<file path="src/rtl/serial_subtractor_pkg.sv">
// Shared constants, state encoding and helpers for the serial subtractor.
// The borrow chain is a carry chain on an inverted subtrahend.
package serial_subtractor_pkg;

  localparam int SLICE_W = 5;

  typedef enum logic [1:0] {
    ST_IDLE = 2'd0,
    ST_RUN  = 2'd1,
    ST_DONE = 2'd2
  } state_e;

  function automatic int idx_width(input int slices);
    return (slices > 1) ? $clog2(slices) : 1;
  endfunction

  // Returns {carry_out, sum}.
  function automatic logic [1:0] full_add(input logic x, input logic y, input logic cin);
    return {(x & y) | (x & cin) | (y & cin), x ^ y ^ cin};
  endfunction

endpackage

</file>
<file path="src/rtl/serial_subtractor_if.sv">
// Start/Done handshake and operand/result bus of the serial subtractor.
interface serial_subtractor_if #(
  parameter int SLICES = 2
);
  localparam int W = serial_subtractor_pkg::SLICE_W * SLICES;

  logic         start;
  logic [W-1:0] a;
  logic [W-1:0] b;
  logic         bin;
  logic         ready;
  logic         done;
  logic [W-1:0] diff;
  logic         bout;
  logic         zero;

  modport master (
    output start, a, b, bin,
    input  ready, done, diff, bout, zero
  );

  modport slave (
    input  start, a, b, bin,
    output ready, done, diff, bout, zero
  );

endinterface

</file>
<file path="src/rtl/subtract_slice5.sv">
// Combinational 5-bit subtract slice: d = a - b - bin, bout = 1 iff a < b + bin.
// A ripple of full-adder cells on ~b with carry-in ~bin; borrow-out is the inverted carry.
module subtract_slice5
  import serial_subtractor_pkg::*;
(
  input  logic [SLICE_W-1:0] a,
  input  logic [SLICE_W-1:0] b,
  input  logic               bin,
  output logic [SLICE_W-1:0] d,
  output logic               bout
);

  logic c;
  logic [1:0] fa;

  always_comb begin
    d  = '0;
    c  = ~bin;
    fa = '0;
    for (int i = 0; i < SLICE_W; i++) begin
      fa   = full_add(a[i], ~b[i], c);
      d[i] = fa[0];
      c    = fa[1];
    end
    bout = ~c;
  end

endmodule

</file>
<file path="src/rtl/serial_subtractor.sv">
// Multi-cycle unsigned subtractor sharing one 5-bit borrow slice across SLICES slices.
// Results and the Done pulse appear together in the DONE cycle.
module serial_subtractor
  import serial_subtractor_pkg::*;
#(
  parameter int SLICES = 2
) (
  input logic               clk,
  input logic               rst,
  serial_subtractor_if.slave bus
);

  localparam int IDX_W = idx_width(SLICES);
  localparam logic [IDX_W-1:0] LAST_IDX = IDX_W'(SLICES - 1);

  state_e state_q, state_d;
  logic [SLICES-1:0][SLICE_W-1:0] a_q, a_d;
  logic [SLICES-1:0][SLICE_W-1:0] b_q, b_d;
  logic [SLICES-1:0][SLICE_W-1:0] work_q, work_d;
  logic [SLICES-1:0][SLICE_W-1:0] diff_q, diff_d;
  logic [IDX_W-1:0] idx_q, idx_d;
  logic borrow_q, borrow_d;
  logic done_q, done_d;
  logic bout_q, bout_d;
  logic zero_q, zero_d;

  logic [SLICE_W-1:0] slice_d;
  logic               slice_bout;

  subtract_slice5 u_slice (
    .a    (a_q[idx_q]),
    .b    (b_q[idx_q]),
    .bin  (borrow_q),
    .d    (slice_d),
    .bout (slice_bout)
  );

  always_comb begin
    state_d  = state_q;
    a_d      = a_q;
    b_d      = b_q;
    work_d   = work_q;
    diff_d   = diff_q;
    idx_d    = idx_q;
    borrow_d = borrow_q;
    done_d   = 1'b0;
    bout_d   = bout_q;
    zero_d   = zero_q;
    unique case (state_q)
      ST_IDLE: begin
        if (bus.start) begin
          a_d      = bus.a;
          b_d      = bus.b;
          borrow_d = bus.bin;
          work_d   = '0;
          idx_d    = '0;
          state_d  = ST_RUN;
        end
      end
      ST_RUN: begin
        work_d[idx_q] = slice_d;
        borrow_d      = slice_bout;
        if (idx_q == LAST_IDX) begin
          // Publish on entry to DONE so the results are valid alongside the Done pulse.
          diff_d  = work_d;
          bout_d  = slice_bout;
          zero_d  = (work_d == '0);
          done_d  = 1'b1;
          idx_d   = '0;
          state_d = ST_DONE;
        end else begin
          idx_d = idx_q + IDX_W'(1);
        end
      end
      ST_DONE: state_d = ST_IDLE;
      default: state_d = ST_IDLE;
    endcase
  end

  always_ff @(posedge clk or posedge rst) begin
    if (rst) begin
      state_q  <= ST_IDLE;
      a_q      <= '0;
      b_q      <= '0;
      work_q   <= '0;
      diff_q   <= '0;
      idx_q    <= '0;
      borrow_q <= 1'b0;
      done_q   <= 1'b0;
      bout_q   <= 1'b0;
      zero_q   <= 1'b0;
    end else begin
      state_q  <= state_d;
      a_q      <= a_d;
      b_q      <= b_d;
      work_q   <= work_d;
      diff_q   <= diff_d;
      idx_q    <= idx_d;
      borrow_q <= borrow_d;
      done_q   <= done_d;
      bout_q   <= bout_d;
      zero_q   <= zero_d;
    end
  end

  assign bus.ready = (state_q == ST_IDLE);
  assign bus.done  = done_q;
  assign bus.diff  = diff_q;
  assign bus.bout  = bout_q;
  assign bus.zero  = zero_q;

endmodule

</file>
<file path="src/flat_wrapper.sv">
// flat-port wrapper written by rule: the top's interface ports become plain ports
module serial_subtractor_flat import serial_subtractor_pkg::*;
#(
  parameter int SLICES = 2
)
  (clk, rst, bus_start, bus_a, bus_b, bus_bin, bus_ready, bus_done, bus_diff, bus_bout, bus_zero);
  serial_subtractor_if #(.SLICES(SLICES)) bus_i ();
  input logic clk;
  input logic rst;
  input wire logic [$bits(bus_i.start)-1:0] bus_start;
  input wire logic [$bits(bus_i.a)-1:0] bus_a;
  input wire logic [$bits(bus_i.b)-1:0] bus_b;
  input wire logic [$bits(bus_i.bin)-1:0] bus_bin;
  output wire logic [$bits(bus_i.ready)-1:0] bus_ready;
  output wire logic [$bits(bus_i.done)-1:0] bus_done;
  output wire logic [$bits(bus_i.diff)-1:0] bus_diff;
  output wire logic [$bits(bus_i.bout)-1:0] bus_bout;
  output wire logic [$bits(bus_i.zero)-1:0] bus_zero;
  assign bus_i.start = bus_start;
  assign bus_i.a = bus_a;
  assign bus_i.b = bus_b;
  assign bus_i.bin = bus_bin;
  assign bus_ready = bus_i.ready;
  assign bus_done = bus_i.done;
  assign bus_diff = bus_i.diff;
  assign bus_bout = bus_i.bout;
  assign bus_zero = bus_i.zero;
  serial_subtractor #(.SLICES(SLICES)) u_core (.clk(clk), .rst(rst), .bus(bus_i));
endmodule
</file>
<file path="config.mk">
export PLATFORM = sky130hd
export DESIGN_NAME = serial_subtractor_flat
export DESIGN_NICKNAME = d
export VERILOG_FILES = /design/src/rtl/serial_subtractor_pkg.sv /design/src/rtl/serial_subtractor_if.sv /design/src/rtl/subtract_slice5.sv /design/src/rtl/serial_subtractor.sv /design/src/flat_wrapper.sv
export SDC_FILE = /design/constraint.sdc
export NUM_CORES = 1
export LEC_CHECK = 0
export BUFFER_PORTS_ARGS = -buffer_cell sky130_fd_sc_hd__buf_4
export CORE_ASPECT_RATIO = 1.5
export CORE_MARGIN = 2
export CORE_UTILIZATION = 49
export CTS_CLUSTER_DIAMETER = 30
export DETAILED_ROUTE_END_ITERATION = 6
export GPL_TIMING_DRIVEN = 0
export MAX_ROUTING_LAYER = met4
export PLACE_DENSITY = 0.79
export SYNTH_ARGS = -nofsm -noshare
export SYNTH_HDL_FRONTEND = slang
export SYNTH_SLANG_ARGS = --single-unit
export TNS_END_PERCENT = 20
</file>
<file path="constraint.sdc">
create_clock -name clk -period 3.3 [get_ports clk]
set_input_delay 0.165 -clock clk [delete_from_list [all_inputs] [get_ports clk]]
set_output_delay 0.165 -clock clk [all_outputs]
set_load 0.01 [all_outputs]
</file>
==> metrics.md, run 1 <==
| Metric | Value |
|---|---|
| Outcome | `finished clean` |
| Via count | `between 1000 and 1500` |
| Pint | `2.16 mW` |
| Switching Power | `~1.1 mW` |
| P_leak | `about 1.3 nW` |
| CTS tree | `done` |
| H-tree depth reported by CTS | `2` |
| Vias/cell | `around 5.2` |
| Dpl cells | `between 200 and 300` |
| Cts bufs inserted | `5` |
| Fillers | `around 340` |
| CP Capture Type | `flop` |
| Share of cells above drive strength 1 | `43.3%` |
| Largest fanout on the critical path | `9` |
| Clock Power Share | `17.2%` |
| Peak VDD IR | `just over 0.0007 V` |
| Die W | `approximately 58 um` |
| Routability Congestion | `0.800` |
| Critical Path RT | `3540 ps` |
| RSZ-0062 raised after global routing | `no` |
| Final #Nets | `about 250` |
| Detailed-route DRC error count | `0` |
| Synth Warn # | `0` |
| HPWL Detailed | `around 2700 um` |
| Hold crit path type | `in2async` |
| Mapped cell area | `about 0.0022 mm^2` |
| Clk buf depth | `2` |
| Drt initial violations | `32` |
| Cells after synthesis | `170` |
| Ports | `38` |
| Die height | `85.2 um` |
| FF+latch area | `0.00110 mm^2` |
| Setup Viol. Count Final | `0` |
| GRT Residual Overflow | `0` |
| Slew Limit Fails | `0` |
| Routed Antenna Nets | `0` |
| Core box area | `0.00425 mm^2` |
| Max-cap violations | `0` |
| Sw frac | `about a third` |
| Wirelength per Cell | `roughly 15 um` |
| Row Count | `29` |
| Type of origin of the critical path | `flop` |
| Seq/Total Area, Yosys | `around half` |
| #FFs+latches synth | `44` |
| Maximum clock rate | `314 MHz` |
| GRT Total Usage | `18.1%` |
| Ant. Diodes | `0` |
| Fin crit period | `3180 ps` |
| Worst Tran Pin Value | `908 ps` |
| Cell variety after synth | `29` |
| Critical path class | `reg2reg` |
| First-pass GRT wire length | `6560 um` |
| Clock Pin Slew Worst Setup and Hold Paths | `90 ps` |
| Clock sinks | `between 40 and 50` |
| Flop pwr share | `between 20% and 30%` |
| Vias in the first global route | `1373` |
| Initial Utilization | `50.7%` |
| Crit-path cells | `buf_6, buf_6, mux2_4, fa_2, fa_2, fa_2, inv_2, fa_2, fa_1, nor2_1, mux2_2, a22o_1` |
| Max_slew headroom | `39.4%` |
| CP max stage delay | `450 ps` |
| # port buffers | `37` |
| Die Footprint | `0.00495 mm^2` |
| Final WL | `3860 um` |
| Footprint of the multi-input gates | `around 940 um^2` |
| Area growth syn-to-layout | `24.6%` |
| Combinational cell fraction of total power | `between 50% and 60%` |
| Top cell by count, worst path | `fa_2` |
| Root Buffer | `clkbuf_8` |
| Worst skew pair latency | `about 300 ps` |
| Pwr Density | `approximately 1200 mW/mm^2` |
| Most frequent cells in the layout | `dfrtp_1, buf_4, nand2_1` |
| CP arrival | `around 3400 ps` |
| Non-filler cells, final | `between 200 and 300` |
| Cts hold-fix bufs | `0` |
| Initial antenna violation count | `0` |
| Pin count of the biggest net entering global routing | `45` |
| Final hold viol count | `0` |
| Max Clock Skew | `8.73 ps` |
| CP max-delay cell | `fa_1` |
| Hold Slack | `between 50 and 60 ps` |
| Mean Syn Cell Area | `approximately 13 um^2` |
| 1st-pass router iterations | `4` |
| Synthesized Nets | `199` |
| Period utilisation layout | `96.4%` |
| Commonest non-fill, non-tap cell in the layout | `dfrtp_1` |
-- critical path: cells and delay by family, from the launching register on --
kind,cells,cell delay [ps]
compound gates,1,110
fa+ha+maj,5,1680
buf+inv,3,330
flops,1,390
mux,2,470
simple gates,1,120
-- layer usage --
layer | share of wire [%] | global-route usage [%] | vias to the layer above | routed length, um
met5 | 0 | - | - | 0
met4 | 1.8 | 6.98 | 0 | 68
met2 | 52 | 28.6 | 35 | 1990
li1 | - | - | 660 | -
met3 | 3.6 | 4.12 | 5 | 140
met1 | 43 | 22.3 | 663 | 1660
-- state kept, by name, indices dropped and copies added, names as in the netlist --
name             count
u_core.a_q          10
u_core.b_q          10
u_core.borrow_q      1
u_core.bus.bout      1
u_core.bus.diff     10
u_core.bus.done      1
u_core.bus.zero      1
u_core.idx_q         1
u_core.state_q       2
u_core.work_q        7
-- power groups by stage --
stage / combinational (mW) / clock, mW / sequential [mW]
floorplan: 1.26 / 0 / 0.952
global placement: 1.67 / 0 / 0.950
detailed placement: 1.71 / 0 / 0.958
CTS: 1.77 / 0.577 / 0.951
global route: 1.94 / 0.605 / 0.981
finish: 1.78 / 0.567 / 0.949
-- path summary, 6_finish.rpt --
kind | slack (ps) | to | depth (start not counted) | from
min in group clk | 90 | u_core.b_q[5] | 2 | bus_b[5]
setup reg to reg | 120 | u_core.work_q[4] | 12 | u_core.idx_q
hold / removal | 50 | u_core.bus.done | 2 | rst
setup / recovery | 120 | u_core.work_q[4] | 12 | u_core.idx_q
max in group asynchronous | 2670 | u_core.a_q[7] | 2 | rst
hold reg to reg | 480 | u_core.bus.zero | 2 | u_core.bus.zero
-- synthesized netlist by cell type (all sizes together) --
master / count / area, um^2
nand2b: 3 / 18.8
mux2: 27 / 379
dfrtp: 44 / 1100
a22o: 7 / 61.3
o2111ai: 1 / 8.76
inv: 7 / 26.3
nor2b: 2 / 12.5
clkbuf: 2 / 8.75
and2: 1 / 8.76
nor2: 3 / 13.8
a22oi: 1 / 7.51
nand3b: 1 / 20.0
nor3: 1 / 5.00
fa: 5 / 100
nor4b: 2 / 17.5
nor4bb: 1 / 10.0
o21bai: 1 / 7.51
buf: 9 / 88.8
mux2i: 7 / 70.1
nand2: 36 / 135
o21ai: 7 / 35.0
o21ba: 1 / 10.0
or2b: 1 / 7.51
-- through the flow --
stage          util (%)  setup slack, ps  area [um^2]  TNS (ps)  power (mW)
2_1_floorplan         -             66.4         2150         0        2.21
3_3_place_gp       58.6             -136         2490      -217        2.62
3_5_place_dp       58.6             -155         2490      -301        2.66
4_1_cts            62.9             6.13         2670         0        3.30
5_1_grt            63.2             39.1         2680         0        3.52
6_report           63.2              120         2680         0        3.30
-- timing repair --
action | 4_1_cts | 5_1_grt
pin swaps | 1 | 1
endpoints found under the setup margin | 2 | 2
resized for setup | 5 | 3
hold endpoints to repair | 0 | 0
setup buffers | 1 | 1
-- cells by family (layout without fill, tap and decap cells) --
logic type      after synthesis  after routing  share of synthesized area, %
fa+ha+maj                     5              5                          4.65
simple gates                 51             51                          11.6
mux                          34             34                          20.9
buf+inv                      18             65                          5.75
compound gates               18             18                          6.04
flops                        44             44                          51.1
-- layout make-up --
cell class	instances	area share [%]
Clock inverter	3	3.36
Timing Repair Buffer	39	10.9
Tap cell	46	2.14
Multi-Input combinational cell	108	35.1
Sequential cell	44	41.0
Buffer	11	3.92
Inverter	7	0.979
Clock buffer	5	2.56
No activity file was read; power rests on OpenSTA's default activity.
==> run 2: changes to the inputs <==
--- a/config.mk
+++ b/config.mk
@@ -5,6 +5,7 @@
 export SDC_FILE = /design/constraint.sdc
 export NUM_CORES = 1
 export LEC_CHECK = 0
+export ABC_AREA = 1
 export BUFFER_PORTS_ARGS = -buffer_cell sky130_fd_sc_hd__buf_4
 export CORE_ASPECT_RATIO = 1.5
 export CORE_MARGIN = 2
==> run 2 against run 1 <==
Hold slack got worse by 3.9 ps. Via count rose by 23%. Sequential power increased by 2%. Clock power is 24% lower. Cell count up 28%. Routed wire length up 4.8%. Global-route usage grew 1.1 points. Non-clock buffer count shrank 2. First-iteration DRC count rose by 53%. Clock skew shrank 2.5 ps. Critical path type unchanged.
==> metrics.md, run 2 <==
| Metric | Value |
|---|---|
| HPWL Detailed | `3140 um` |
| Worst Tran Pin Value | `315 ps` |
| Post-synth EDFFs | `0` |
| P_leak | `1.42 nW` |
| Mapped cell area | `around 0.0021 mm^2` |
| Critical path class | `reg2reg` |
| #FFs+latches synth | `47` |
| Min-delay src | `bus_a[7]` |
| CP arrival | `3370 ps` |
| Synth Flop Type | `dfrtp_1` |
| Detailed-route DRC error count | `0` |
| Max-cap violations | `0` |
| Synth Warn # | `0` |
| Dpl cells | `328` |
| First-pass GRT wire length | `6910 um` |
| Non-filler cells, final | `336` |
| Vias/cell | `4.98` |
| Vias in the first global route | `1600` |
| Ant. Diodes | `0` |
| 1st-pass router iterations | `4` |
| Cts bufs inserted | `5` |
| Core box area | `between 0.004 and 0.005 mm^2` |
| Slew Limit Fails | `0` |
| Mean Syn Cell Area | `8.80 um^2` |
| Largest cells by area after synthesis | `dfrtp_1, nand2_1, fa_1` |
| Setup ws final | `roughly 130 ps` |
| Top-count cell post-synth | `nand2_1` |
| Peak VDD IR | `0.000790 V` |
| Max_slew headroom | `78.9%` |
| Drt initial violations | `49` |
| Final WL | `between 4000 and 5000 um` |
| Outcome | `finished clean` |
| Cell variety after synth | `20` |
| Hold crit path type | `in2reg` |
| Clock sinks | `between 40 and 50` |
| Synth area leader | `dfrtp_1` |
| Area growth syn-to-layout | `22.7%` |
| Row Count | `29` |
| Critical Path Start | `u_core.idx_q` |
| Flop pwr share | `31.9%` |
| Seq/Total Area, Yosys | `roughly 55%` |
| Sw frac | `between 40% and 50%` |
| Maximum clock rate | `315 MHz` |
| Die Footprint | `0.00494 mm^2` |
| FF-to-FF Start | `u_core.idx_q` |
| Pint | `roughly 1.8 mW` |
| Ys async rst share | `100%` |
| Pin count of the biggest net entering global routing | `34` |
| Type of origin of the critical path | `flop` |
| Period utilisation layout | `96.2%` |
| Combinational cell fraction of total power | `53.8%` |
| Initial Utilization | `51.0%` |
| Clock Power Share | `14.2%` |
| Max Clock Skew | `6.27 ps` |
| GRT Residual Overflow | `0` |
| RSZ-0062 raised after global routing | `no` |
| Pre-CTS setup slack | `-125 ps` |
| Final #Nets | `318` |
| Switching Power | `1.27 mW` |
| Setup Viol. Count Final | `0` |
| FF-to-FF setup slack | `130 ps` |
| Pwr Density | `~1100 mW/mm^2` |
| Fin crit period | `between 3000 and 4000 ps` |
| Routability Congestion | `0.855` |
| Clock Pin Slew Worst Setup and Hold Paths | `80 ps` |
| GRT Total Usage | `19.1%` |
| Area share of the leading cell type in the synthesized netlist | `roughly 55%` |
| Initial antenna violation count | `0` |
| Critical Path RT | `3500 ps` |
| Via count | `around 1700` |
| Die height | `85.1 um` |
| Commonest cells post-synth | `nand2_1, dfrtp_1, inv_1` |
| Clk buf depth | `2` |
| Die W | `58.1 um` |
| Wirelength per Cell | `12.0 um` |
| Root Buffer | `clkbuf_8` |
| Worst skew pair latency | `300 ps` |
| Routed Antenna Nets | `0` |
| # port buffers | `37` |
| Ports | `38` |
| Synthesized Nets | `between 200 and 300` |
| Commonest non-fill, non-tap cell in the layout | `nand2_1` |
| CP Capture Type | `flop` |
| Most frequent cells in the layout | `nand2_1, dfrtp_1, buf_4` |
| Cells after synthesis | `about 240` |
| Share of cells above drive strength 1 | `23.4%` |
| H-tree depth reported by CTS | `2` |
| CTS tree | `done` |
| Final hold viol count | `0` |
| Largest fanout on the critical path | `19` |
==> run 2: through the flow <==
stage                     area [um^2]  setup TNS (ps)  hold slack (ps)  total power, mW  utilization [%]
after detailed placement         2500            -135              146             2.59             59.5
after CTS                        2630               0             43.3             3.03             62.5
after global routing             2640               0             48.2             3.30             62.6
after global placement           2480           -53.1              361             2.51             59.0
final                            2640               0             50.5             3.03             62.6
after floorplan                  2150               0              275             2.10                -
==> run 2: routing by layer <==
| layer | share of wire [%] | vias to the layer above | global-route usage, % |
|---|---|---|---|
| li1 | - | 838 | - |
| met1 | 38 | 782 | 20.7 |
| met2 | 55 | 42 | 32.2 |
| met3 | 4.3 | 11 | 4.88 |
| met4 | 3.2 | 0 | 8.88 |
| met5 | 0 | - | - |
==> run 2: area by class of cell <==
class / count / area, um^2
inverters: 24 / 90.1
well taps: 46 / 57.6
fillers: 358 / 1570
multi-input cells: 163 / 806
plain buffers: 9 / 81.3
clock buffers: 6 / 82.6
repair buffers: 39 / 308
flip-flops and latches: 47 / 1180
clock inverters: 2 / 35.0
==> run 2: kinds of logic (layout without fill, tap and decap cells) <==
| kind of cell | count (synthesis) | in the layout | synth area share [%] |
|---|---|---|---|
| AOI/OAI and AO/OA | 30 | 30 | 7.69 |
| buffers and inverters | 34 | 80 | 8.21 |
| muxes | 3 | 3 | 1.40 |
| and+or+nand+nor | 125 | 125 | 23.3 |
| adders and majority gates | 5 | 5 | 4.66 |
| DFF | 47 | 47 | 54.7 |
==> run 2: critical path: stages (launching register included) <==
cell and delay [ps]:
dfrtp_1 380, buf_6 140, buf_6 160, nand2_1 70
nand2_1 90, fa_2 370, fa_2 340, fa_1 370
inv_1 90, fa_2 200, fa_2 460, nand2_1 100
nand2_1 70, nand2_1 60, nor2_1 50, nand3_1 60
nand2_1 50
==> run 2: power by group through the flow <==
| stage | Clock [mW] | Sequential (mW) | Combinational, mW |
|---|---|---|---|
| floorplan | 0 | 0.986 | 1.12 |
| global placement | 0 | 0.967 | 1.54 |
| detailed placement | 0 | 0.980 | 1.61 |
| CTS | 0.440 | 0.968 | 1.63 |
| global route | 0.472 | 0.994 | 1.83 |
| finish | 0.431 | 0.967 | 1.63 |
==> run 2: what timing repair did <==
action / 4_1_cts / 5_1_grt
pin swaps: 1 / 1
buffers inserted: 0 / 0
gates resized for setup: 2 / 2
hold endpoints to repair: 14 / 0
setup endpoints to repair: 3 / 1
hold buffers: 1 / 0
==> run 2: final timing paths <==
path / endpoint / cells past startpoint
worst max-delay path: u_core.bus.zero / 16
worst min-delay path: u_core.a_q[7] / 3
worst max register to register: u_core.bus.zero / 16
worst min register to register: u_core.a_q[4] / 2
max in group asynchronous: u_core.borrow_q / 4
min in group asynchronous: u_core.a_q[0] / 3
